===== config.mk =====
export PLATFORM = sky130hd
export DESIGN_NAME = num_ram_arbiter
export DESIGN_NICKNAME = d
export VERILOG_FILES = /design/src/rtl/num_ram_arbiter.sv
export SDC_FILE = /design/constraint.sdc
export NUM_CORES = 1
export LEC_CHECK = 0
export BUFFER_PORTS_ARGS = -buffer_cell sky130_fd_sc_hd__buf_2
export CAP_MARGIN = 10
export CORE_AREA = 3 3 104 106
export CTS_CLUSTER_DIAMETER = 100
export DETAILED_ROUTE_END_ITERATION = 7
export DIE_AREA = 0 0 107 109
export GPL_TIMING_DRIVEN = 0
export HOLD_SLACK_MARGIN = 0.08
export PLACE_DENSITY_LB_ADDON = 0.25
export SLEW_MARGIN = 20
export SYNTH_ARGS = -nofsm -noshare
export SYNTH_HDL_FRONTEND = slang
export SYNTH_SLANG_ARGS = --single-unit

===== constraint.sdc =====
create_clock -name clk -period 4.6 [get_ports clk]
set_clock_uncertainty 0.15 [all_clocks]
set_input_delay 0.46 -clock clk [delete_from_list [all_inputs] [get_ports clk]]
set_output_delay 0.46 -clock clk [all_outputs]
set_load 0.02 [all_outputs]

===== src/rtl/num_ram_arbiter.sv =====
// num_ram_arbiter: shares the single-write/single-read number RAM between two
// write requesters (A: ASCII separator, B: result writeback) and two read
// requesters (A: matrix loader, B: display/UART dump). Sequences the RAM clear
// sweep and blocks all access while it runs.
// Optional: define NUM_RAM_ARB_STATS_EN to add per-port conflict counters.

// Two-requester round-robin arbiter; index 0 = side A, 1 = side B.
module num_ram_rr (
  input  logic       clk,
  input  logic       rst_n,
  input  logic       en,
  input  logic [1:0] req,
  output logic [1:0] gnt
);
  logic ptr_b;   // 1 = side B wins the next conflict

  // Single request is granted straight through; a conflict goes to the pointer side
  always_comb begin
    gnt = 2'b00;
    if (en) begin
      if (&req) gnt = ptr_b ? 2'b10 : 2'b01;
      else      gnt = req;
    end
  end

  // Pointer only moves on a conflict, handing the next one to the loser
  always_ff @(posedge clk or negedge rst_n) begin
    if (!rst_n)              ptr_b <= 1'b0;
    else if (en && (&req))   ptr_b <= ~ptr_b;
  end
endmodule

module num_ram_arbiter #(
  parameter int DATA_WIDTH = 32,
  parameter int DEPTH      = 2048,
  parameter int ADDR_WIDTH = $clog2(DEPTH)
) (
  input  logic                  clk,
  input  logic                  rst_n,
  input  logic                  clear_req,
  output logic                  clear_busy,
  output logic                  clear_done,
  input  logic                  wa_req,
  input  logic [ADDR_WIDTH-1:0] wa_addr,
  input  logic [DATA_WIDTH-1:0] wa_data,
  output logic                  wa_gnt,
  input  logic                  wb_req,
  input  logic [ADDR_WIDTH-1:0] wb_addr,
  input  logic [DATA_WIDTH-1:0] wb_data,
  output logic                  wb_gnt,
  input  logic                  ra_req,
  input  logic [ADDR_WIDTH-1:0] ra_addr,
  output logic                  ra_gnt,
  output logic                  ra_valid,
  output logic [DATA_WIDTH-1:0] ra_data,
  input  logic                  rb_req,
  input  logic [ADDR_WIDTH-1:0] rb_addr,
  output logic                  rb_gnt,
  output logic                  rb_valid,
  output logic [DATA_WIDTH-1:0] rb_data,
  output logic                  ram_clear,
  output logic                  ram_wr_en,
  output logic [ADDR_WIDTH-1:0] ram_wr_addr,
  output logic [DATA_WIDTH-1:0] ram_wr_data,
  output logic [ADDR_WIDTH-1:0] ram_rd_addr,
`ifdef NUM_RAM_ARB_STATS_EN
  output logic [15:0]           wr_conflict_cnt,
  output logic [15:0]           rd_conflict_cnt,
`endif
  input  logic [DATA_WIDTH-1:0] ram_rd_data
);
  typedef enum logic {IDLE, CLEARING} state_t;

  // Sweep runs DEPTH+1 cycles: the ram_clear cycle plus one per RAM word
  localparam logic [ADDR_WIDTH:0] CLR_LAST = (ADDR_WIDTH+1)'(DEPTH);

  state_t                state;
  logic [ADDR_WIDTH:0]   clr_cnt;
  logic                  grant_en;
  logic [1:0][1:0]       port_req;   // [port: 0=write,1=read][side: 0=A,1=B]
  logic [1:0][1:0]       port_gnt;
  logic [ADDR_WIDTH-1:0] rd_addr_q;
  logic [1:0]            vld_pipe;   // read grant delayed one cycle, per side

  assign clear_busy = (state == CLEARING);
  // Grants are blocked in reset, during the sweep, and in the cycle clear is requested
  assign grant_en   = rst_n & ~clear_busy & ~clear_req;

  // Clear sequencer; a new clear_req restarts the sweep from zero
  always_ff @(posedge clk or negedge rst_n) begin
    if (!rst_n) begin
      state      <= IDLE;
      clr_cnt    <= '0;
      ram_clear  <= 1'b0;
      clear_done <= 1'b0;
    end else begin
      ram_clear  <= 1'b0;
      clear_done <= 1'b0;
      if (clear_req) begin
        state     <= CLEARING;
        clr_cnt   <= '0;
        ram_clear <= 1'b1;
      end else if (state == CLEARING) begin
        if (clr_cnt == CLR_LAST) begin
          state      <= IDLE;
          clr_cnt    <= '0;
          clear_done <= 1'b1;
        end else begin
          clr_cnt <= clr_cnt + (ADDR_WIDTH+1)'(1);
        end
      end
    end
  end

  assign port_req[0] = {wb_req, wa_req};
  assign port_req[1] = {rb_req, ra_req};

  for (genvar p = 0; p < 2; p++) begin : g_port
    num_ram_rr u_rr (
      .clk   (clk),
      .rst_n (rst_n),
      .en    (grant_en),
      .req   (port_req[p]),
      .gnt   (port_gnt[p])
    );
  end

  assign {wb_gnt, wa_gnt} = port_gnt[0];
  assign {rb_gnt, ra_gnt} = port_gnt[1];

  assign ram_wr_en   = |port_gnt[0];
  assign ram_wr_addr = port_gnt[0][1] ? wb_addr : wa_addr;
  assign ram_wr_data = port_gnt[0][1] ? wb_data : wa_data;

  // Read address follows the winner and otherwise holds the last granted address
  assign ram_rd_addr = (|port_gnt[1]) ? (port_gnt[1][1] ? rb_addr : ra_addr) : rd_addr_q;

  // Remember the last granted read address
  always_ff @(posedge clk or negedge rst_n) begin
    if (!rst_n)             rd_addr_q <= '0;
    else if (|port_gnt[1])  rd_addr_q <= ram_rd_addr;
  end

  // Read valid tracks the one-cycle RAM read latency
  always_ff @(posedge clk or negedge rst_n) begin
    if (!rst_n) vld_pipe <= '0;
    else        vld_pipe <= port_gnt[1];
  end

  assign ra_valid = vld_pipe[0];
  assign rb_valid = vld_pipe[1];
  assign ra_data  = ram_rd_data;
  assign rb_data  = ram_rd_data;

`ifdef NUM_RAM_ARB_STATS_EN
  logic [1:0][15:0] conf_cnt;

  // Count conflict cycles per port, saturating; cleared by reset or a new clear
  always_ff @(posedge clk or negedge rst_n) begin
    if (!rst_n) begin
      conf_cnt <= '0;
    end else begin
      for (int p = 0; p < 2; p++) begin
        if (clear_req)
          conf_cnt[p] <= '0;
        else if (grant_en && (&port_req[p]) && conf_cnt[p] != 16'hFFFF)
          conf_cnt[p] <= conf_cnt[p] + 16'd1;
      end
    end
  end

  assign wr_conflict_cnt = conf_cnt[0];
  assign rd_conflict_cnt = conf_cnt[1];
`endif
endmodule


==> results_dict.tcl, run 1 <==
set metrics [dict create \
    outcome "finished, final reports clean" \
    leakagePower_uw 0.00253 \
    yosys.area.top_type_share_pct 24.1 \
    max_clock_freq_ghz 0.332 \
    place_congestion 0.847 \
    start_kind "input port" \
    critPathMaxStageDelay_ps 540 \
    numCtsBuffers 5 \
    num_vias 3267 \
    fill_cells 977 \
    crit_buf_inv 4 \
    tightestPinTransition_ps 709 \
    first_pass_iters 4 \
    die_w_um 107 \
    die_y_um 109 \
    clock_latency_ps 280 \
    synthesis.nets 453 \
    final_common_cell "buf_2" \
    dp_hpwl_um 11200 \
    critPathTopFamily "buffers and inverters" \
    nets 702 \
    regArea_um2 751 \
    reg2reg_slack_ps 2810 \
    syn_inst 304 \
    cts_max_path_buffers 2 \
    synth_edf_count 0 \
    areaGrowthSynthToFinish_pct 48.0 \
    synth_cell_types 49 \
    synth_top_flop_cell "dfrtp_1" \
    worstReg2RegStart "clear_busy" \
    grt-ovfl-total 0 \
    cp.arrival_ps 2400 \
    clk_pin_slew_worst_paths_ps 60 \
    dieArea_mm2 0.0117 \
    met3_usage_pct 5.39 \
    fin_setup_tns_ps 0 \
    clock-sinks 30 \
    synth.cell_area_mm2 0.00311 \
    cts_tree "yes" \
    max_slew_margin_pct 52.7 \
    cts_root_buffer "clkbuf_8" \
    critPathKind "input port to primary output" \
    grt_max_degree 33 \
    crit_path_end_kind "primary output" \
    coreArea_mm2 0.00986 \
    instances_no_fill 687 \
    reg2reg_to "rd_addr_q[5]" \
    post_cts_buffers 0 \
    dp_cells 679 \
    setup_viol 0 \
    synthArstFlopShare_pct 100 \
    grt_pass1_vias 3200 \
    multi_input_area_mm2 0.00171 \
    busiest_layer "met2" \
    drc 0 \
    yosysWarnings 0 \
    ctsHoldBuffers 0 \
    ir_worst_vdd_uv 129 \
    use_met2_pct 34.5 \
    fin_crit_ps 3010 \
    reg2reg_depth 5 \
    cts_resized 0 \
    final_cell_mix "buf_2, buf_4, mux2_4" \
    yosys.area.top_type "dfrtp_1" \
    syn_avg_cell_area_um2 10.2 \
    startpoint "rst_n" \
    h-tree-depth 2 \
    path_cells "buf_2 -> nor3b_2 -> buf_4 -> and2_1 -> buf_4 -> a31oi_1 -> buf_2" \
    initial_core_util_pct 31.6 \
    drt_iter0_drc 194 \
    io_buffers 242 \
    slew_viol_final 0 \
    num_io_pins 275 \
    wl_per_cell_um 18.8 \
    grt_usage_pct 20.5 \
    cap_viol_max_count 0 \
    antenna_found_initial 2 \
    use_met1_pct 27.2 \
    crit_path_top_delay_cell "buf_2" \
    hp-class "input port to async pin" \
    rsz0062_at_grt "no" \
    power_density_mw_per_mm2 195 \
    grt_pass1_wl_um 18100 \
    required_ps 3990 \
    worstPathMaxFanout 32 \
    totalWireLength_um 12900 \
    rows 36 \
    hold_viol_final 0 \
    drive_above_1_share_pct 71.4 \
    routed_via_density 4.76 \
    synthTopCellsByArea "dfrtp_1, mux2_4, buf_4" \
    finalCritPeriodShare_pct 65.5 \
    ys_ff_latch 30 \
    synth-seq-area-share_pct 24.1 \
    final_antenna_net_count 0 \
]
## cell families after synthesis
family                   count (synthesis)  share of synthesized area [%]
flip-flops                              30                           24.1
XOR/XNOR                                 2                          0.563
buffers and inverters                   92                           21.0
adder cells (fa/ha/maj)                  2                          0.804
AO/OA/AOI/OAI                           67                           18.9
AND/OR/NAND/NOR                         68                           14.3
multiplexers                            43                           20.3
## sequential cells by signal, summed over array words and instances (netlist names)
| register | flops |
|---|---|
| clear_busy | 1 |
| rd_addr_q | 11 |
| clr_cnt | 12 |
| ram_clear | 1 |
| g_port.u_rr.ptr_b | 2 |
| clear_done | 1 |
| vld_pipe | 2 |
## final cells by class
class,instances,area share (%)
timing repair buffer,242,26.3
multi-input combinational,182,37.1
clock buffer,6,1.79
inverter,7,0.570
antenna,1,0.0543
tap,133,3.61
clock inverter,1,0.652
buffer,85,13.6
sequential,30,16.3
## worst reg2reg max path, stage by stage (launching register included)
cell and delay, ps:
dfrtp_1 440, nor3b_2 300, buf_4 240, and2_1 220, buf_4 210, a31oi_1 100
## how the worst max path moves through the flow
stage / end / slack [ps] / cells after the start
detailed placement: ram_rd_addr[10] / 1530 / 7
floorplan: ram_rd_addr[6] / 2370 / 5
global placement: ram_wr_data[6] / 1570 / 6
finish: ram_rd_addr[10] / 1590 / 7
global route: ram_rd_addr[0] / 1370 / 7
CTS: ram_rd_addr[10] / 1530 / 7
## where the power goes
part	leakage [µW]	internal (µW)	switching, µW	total (µW)
Clock	0.0000573	173	97.1	270
Combinational	0.00208	156	185	341
Sequential	0.000394	278	7.70	286
## per-stage QoR
step                total power (µW)  setup WS, ps  area [µm²]  utilization [%]  hold WS (ps)
global placement                 630          1570        4490             45.5           326
finish                           897          1590        4610             46.7          76.1
floorplan                        494          2370        3110                -          14.4
global route                     945          1370        4600             46.7           129
detailed placement               635          1530        4490             45.5           332
CTS                              909          1530        4600             46.7           103
## synth_stat cells (2+ instances only)
library cell,n
a21oi_1,13
a31o_2,2
a31oi_1,23
buf_2,4
buf_4,69
buf_6,6
clkbuf_1,6
dfrtp_1,30
ha_1,2
inv_1,7
mux2_2,4
mux2_4,39
nand2_1,10
nand2b_1,3
nand3_1,13
nand4_1,13
nor2_1,2
nor2b_1,2
nor3_1,2
o211ai_1,4
o21bai_1,2
o31ai_1,4
o31ai_4,9
o41ai_2,2
or3_1,2
or3b_1,2
or3b_2,3
or4_1,4
xnor2_1,2
## per-layer routing
metal | vias up | part of all wire, % | wire, µm
li1 | 1567 | - | -
met1 | 1578 | 42 | 5470
met2 | 110 | 51 | 6580
met3 | 8 | 5.9 | 756
met4 | 4 | 0.40 | 51
met5 | - | 0.24 | 31
No activity file was read; power rests on OpenSTA's default activity.
==> inputs of run 2 (changes only) <==
- ABC_AREA: not set -> 1
- CORE_AREA: 3 3 104 106 -> 3 3 105 107
- DIE_AREA: 0 0 107 109 -> 0 0 108 110
- clock period: 4.6 -> 2.8 ns (I/O delays scaled with it)
==> run 2 against run 1 <==
Sequential share of layout area grew 1.5 points. Final cell count grew 19%. Largest cell class unchanged. Highest routed layer unchanged. Non-clock buffer count shrank 6. Wire length shrank 18%. Via count grew 4.4%. Global-route usage shrank 4.5 points. Total power grew 44%. Worst setup slack lost 1400 ps.
==> results_dict.tcl, run 2 <==
set metrics [dict create \
    outcome "finished, final reports clean" \
    max_clock_freq_ghz 0.386 \
    ir_worst_vdd_uv 205 \
    hold_viol_final 0 \
    routed_via_density 4.17 \
    critPathKind "input port to primary output" \
    cap_viol_max_count 0 \
    dp_hpwl_um 9120 \
    wl_per_cell_um 12.9 \
    synth_commonest_cells "nand2_1, buf_4, dfrtp_1, inv_1, nor2_1" \
    final_antenna_net_count 0 \
    start_kind "input port" \
    cp.depth 10 \
    finalCritPeriodShare_pct 92.4 \
    path_cells "dlygate4sd3_1 -> buf_2 -> nand2_2 -> nor2_8 -> nand2_4 -> inv_2 -> buf_2 -> nand2_1 -> nand2_1 -> buf_2" \
    ys_ff_latch 30 \
    die_w_um 108 \
    yosys.area.top_type_share_pct 28.1 \
    largest_register_ffs 12 \
    final_common_cell "buf_2" \
    numCtsBuffers 5 \
    areaGrowthSynthToFinish_pct 57.5 \
    synthArstFlopShare_pct 100 \
    synth_top_flop_cell "dfrtp_1" \
    cp.arrival_ps 2160 \
    drive_above_1_share_pct 48.9 \
    worstPathMaxFanout 10 \
    cts_max_path_buffers 2 \
    die_y_um 110 \
    synthesis.nets 575 \
    syn_inst 426 \
    rows 37 \
    drc 0 \
    reg2reg_depth 7 \
    leakagePower_uw 0.00278 \
    grt_pass1_vias 3197 \
    h-tree-depth 2 \
    hp-class "input port to flip-flop" \
    clk_pin_slew_worst_paths_ps 70 \
    crit_path_top_delay_cell "dlygate4sd3_1" \
    endpoint "ram_wr_data[4]" \
    grt-ovfl-total 0 \
    fill_cells 1109 \
    synth_edf_count 0 \
    io_buffers 242 \
    setup_viol 0 \
    totalWireLength_um 10600 \
    reg2reg_slack_ps 1120 \
    synthTopCellsByArea "nand2_1, dfrtp_1, buf_4" \
    tightestPinTransition_ps 478 \
    yosysWarnings 0 \
    slew_viol_final 0 \
    nets 827 \
    startpoint "rst_n" \
    syn_avg_cell_area_um2 6.29 \
    coreArea_mm2 0.0102 \
    yosysMostFrequentCell "nand2_1" \
    largest-register "clr_cnt" \
    clock-sinks 30 \
    num_vias 3412 \
    worstReg2RegStart "clr_cnt[0]" \
    dieArea_mm2 0.0119 \
    fin_crit_ps 2590 \
    initial_core_util_pct 26.2 \
    final_cell_mix "buf_2, nand2_1, buf_4" \
    reg2reg_to "clr_cnt[9]" \
    num_io_pins 275 \
    required_ps 2370 \
    antenna_found_initial 1 \
    drt_iter0_drc 157 \
    grt_pass1_wl_um 15200 \
    reg.largest.list "clr_cnt: 12 flops, rd_addr_q: 11 flops" \
    place_congestion 0.807 \
    cpMostUsedCell "buf_2" \
    cts_tree "yes" \
    grt_usage_pct 16.0 \
    crit_buf_inv 5 \
    fin_setup_tns_ps 0 \
    synth-seq-area-share_pct 28.0 \
    first_pass_iters 4 \
    multi_input_area_mm2 0.00127 \
    grt_max_degree 31 \
    yosys.area.top_type "nand2_1" \
    regArea_um2 751 \
    max_slew_margin_pct 68.1 \
    crit_path_end_kind "primary output" \
    dp_cells 804 \
    rsz0062_at_grt "no" \
    critPathTopFamily "buffers and inverters" \
    power_density_mw_per_mm2 306 \
    instances_no_fill 819 \
    cts_root_buffer "clkbuf_8" \
    critPathMaxStageDelay_ps 520 \
    clock_latency_ps 280 \
    synth_cell_types 29 \
    synth.cell_area_mm2 0.00268 \
]
## run 2: cell types whose count changed after synthesis, moves of 9 or more
cell	before	now
o31ai_4	9	0
inv_1	7	26
nand4_1	13	2
o21ai_1	0	9
mux2_4	39	0
a31oi_1	23	1
nand2_1	10	201
nor2_1	2	24
## run 2: repair_timing
item                                   in CTS  in global routing
setup endpoints to repair                   0                  0
buffers inserted                            0                  0
gates resized for setup                     0                  0
endpoints found under the hold margin      31                  0
hold buffers                                3                  0
## run 2: cells by family after synthesis
family | synth area share, %
simple gates | 38.0
buf+inv | 24.6
compound gates | 7.42
flops | 28.0
xor+xnor | 0.980
fa+ha+maj | 0.933
## run 2: worst register-to-register path, stage by stage (launching register included)
cell,delay [ps]
dfrtp_1,420
inv_1,100
ha_1,200
nand2_1,50
nor2_1,70
a21oi_2,410
nand3_1,130
nand2_1,90
## run 2: per-layer routing
layer	vias up	global-route usage (%)	routed length [µm]
met3	4	4.19	966
met4	2	1.71	22
li1	1759	-	-
met5	-	0	7
met2	165	25.1	4940
met1	1482	23.0	4660
## run 2: how the worst min path moves through the flow
stage          depth (start not counted)  slack [ps]                    to        from
2_1_floorplan                          0        -170            clear_busy       rst_n
3_3_place_gp                           1         220            clr_cnt[2]       rst_n
3_5_place_dp                           1         220            clr_cnt[2]       rst_n
4_1_cts                                5         140          rd_addr_q[7]  rb_addr[7]
5_1_grt                                3         150  g_port[0].u_rr.ptr_b      wb_req
6_report                               5         140          rd_addr_q[7]  rb_addr[7]
## run 2: final cells by class
class	instances	area share, %
clock buffers	6	1.72
plain buffers	76	13.1
inverters	29	2.58
flip-flops and latches	30	17.8
clock inverters	2	0.889
well taps	136	4.03
multi-input cells	291	30.1
repair buffers	245	29.6
diodes	4	0.237
## run 2: stage by stage
stage	hold WS, ps	area (µm²)	total power [µW]	utilization (%)	setup slack, ps
2_1_floorplan	-166	2680	680	-	825
3_3_place_gp	217	4060	854	39.7	161
3_5_place_dp	223	4060	856	39.7	135
4_1_cts	142	4210	1310	41.2	182
5_1_grt	149	4210	1370	41.2	36.8
6_report	143	4220	1290	41.3	212
## run 2: power by group
group          switching [µW]  internal, µW  total [µW]  leakage [µW]
Sequential               5.01           437         442      0.000404
Clock                     176           265         442     0.0000514
Combinational             216           194         410       0.00232
Total                     397           897        1290       0.00278
==> inputs of run 3 (changes only) <==
- ABC_CLOCK_PERIOD_IN_PS: not set -> 2800
- CORE_AREA: 3 3 105 107 -> not set
- CORE_MARGIN: not set -> 3
- CORE_UTILIZATION: not set -> 25
- DIE_AREA: 0 0 108 110 -> not set
==> run 3 against run 2 <==
Final area decreased by 0.83%. Fmax is 1.4% higher. First-iteration DRC count shrank 13%. Utilization down 0.89 points. Non-clock buffer count did not move. Clock-buffer cell count stayed put. Hold slack improved by 12 ps. Largest cell class unchanged. Register-to-register slack about the same. Largest power group unchanged. Via count is 0.50% lower.
==> results_dict.tcl, run 3 (same netlist as run 2, synthesis figures left out) <==
set metrics [dict create \
    clkPwrFrac_pct 28.6 \
    num_io_pins 275 \
    dp_cells 804 \
    grt_max_degree 31 \
    clk_pin_slew_worst_paths_ps 60 \
    crit_path_end_kind "primary output" \
    initial_core_util_pct 25.9 \
    setup_viol 0 \
    hp-class "input port to flip-flop" \
    critPathKind "input port to primary output" \
    post_cts_buffers 0 \
    place_congestion 0.804 \
    grt_usage_pct 17.3 \
    clock_latency_ps 270 \
    final_cell_mix "buf_2, nand2_1, buf_4" \
    areaGrowthSynthToFinish_pct 56.2 \
    outcome "finished, final reports clean" \
    startpoint "rst_n" \
    numCtsBuffers 5 \
    cts_resized 0 \
    tightestPinTransition_ps 492 \
    grt-ovfl-total 0 \
    max_clock_freq_ghz 0.392 \
    dieArea_mm2 0.0120 \
    rows 37 \
    routed_via_density 4.17 \
    io_buffers 242 \
    max_slew_margin_pct 67.2 \
    ctsHoldBuffers 3 \
    drive_above_1_share_pct 48.9 \
    cts_root_buffer "clkbuf_8" \
    final_antenna_net_count 0 \
    start_kind "input port" \
    leakagePower_uw 0.00277 \
    nets 827 \
    drt_iter0_drc 137 \
    largest-register "clr_cnt" \
    num_vias 3395 \
    final_common_cell "buf_2" \
    combPwrFrac_pct 34.3 \
    rsz0062_at_grt "no" \
    fin_setup_tns_ps 0 \
    hold_viol_final 0 \
    instances_no_fill 814 \
    totalWireLength_um 11100 \
    dp_hpwl_um 9910 \
    largest_register_ffs 12 \
    internal_power_uw 821 \
    worstPathMaxFanout 10 \
    ir_worst_vdd_uv 118 \
    reg.largest.list "clr_cnt: 12 flops, rd_addr_q: 11 flops" \
    grt_pass1_wl_um 15700 \
    cts_max_path_buffers 2 \
    die_w_um 110 \
    required_ps 2370 \
    power_density_mw_per_mm2 285 \
    cap_viol_max_count 0 \
    switching_share_pct 31.1 \
    seq_power_share_pct 37.1 \
    clock-sinks 30 \
    cp.arrival_ps 2120 \
    finalCritPeriodShare_pct 91.2 \
    setup_ws_ps 247 \
    min_from "rb_req" \
    worstReg2RegStart "clr_cnt[0]" \
    reg2reg_slack_ps 1120 \
    pre_cts_ws_ps 185 \
    first_pass_iters 4 \
    h-tree-depth 2 \
    grt_pass1_vias 3223 \
    die_y_um 110 \
    coreArea_mm2 0.0104 \
    fin_crit_ps 2550 \
    slew_viol_final 0 \
    wl_per_cell_um 13.7 \
    cts_tree "yes" \
    p_sw_uw 370 \
    antenna_found_initial 0 \
    drc 0 \
]
-- run 3: power by group through the flow --
stage	registers (µW)	logic, µW	clock network [µW]
final	442	408	341
after CTS	442	413	355
after global routing	443	445	378
after detailed placement	450	406	0
after global placement	450	403	0
after floorplan	450	230	0
-- run 3: final cells by class --
type	instances	area, µm²
fill	1155	6180
timing repair buffer	245	1250
buffer	76	552
antenna	1	2.50
tap	136	170
clock buffer	6	82.6
inverter	29	109
sequential	30	751
multi-input combinational	291	1270
-- run 3: worst paths after layout --
kind | endpoint | depth (start not counted)
max | ram_wr_data[6] | 10
max reg2reg | clr_cnt[9] | 7
min in group asynchronous | clr_cnt[5] | 3
max in group asynchronous | rd_addr_q[5] | 3
min | g_port[1].u_rr.ptr_b | 3
min reg2reg | g_port[1].u_rr.ptr_b | 1
-- run 3: stage by stage --
| stage | util (%) | total power, µW | hold slack [ps] | area (µm²) |
|---|---|---|---|---|
| after detailed placement | 39.2 | 856 | 219 | 4060 |
| after global placement | 39.2 | 853 | 213 | 4060 |
| final | 40.4 | 1190 | 155 | 4190 |
| after global routing | 40.4 | 1270 | 156 | 4190 |
| after CTS | 40.4 | 1210 | 147 | 4190 |
| after floorplan | - | 680 | -166 | 2680 |
-- run 3: per-layer routing --
metal,wire length (µm),GRT usage [%]
met4,86,3.12
met1,3930,18.7
met5,0,0
met3,590,3.35
met2,6530,34.5
-- run 3: worst max-delay path, cell delays in order --
cell and delay (ps):
dlygate4sd3_1 520, buf_2 160, nand2_2 100, nor2_8 180, nand2_4 120, inv_2 150
buf_2 230, nand2_1 70, nand2_1 120, buf_2 190
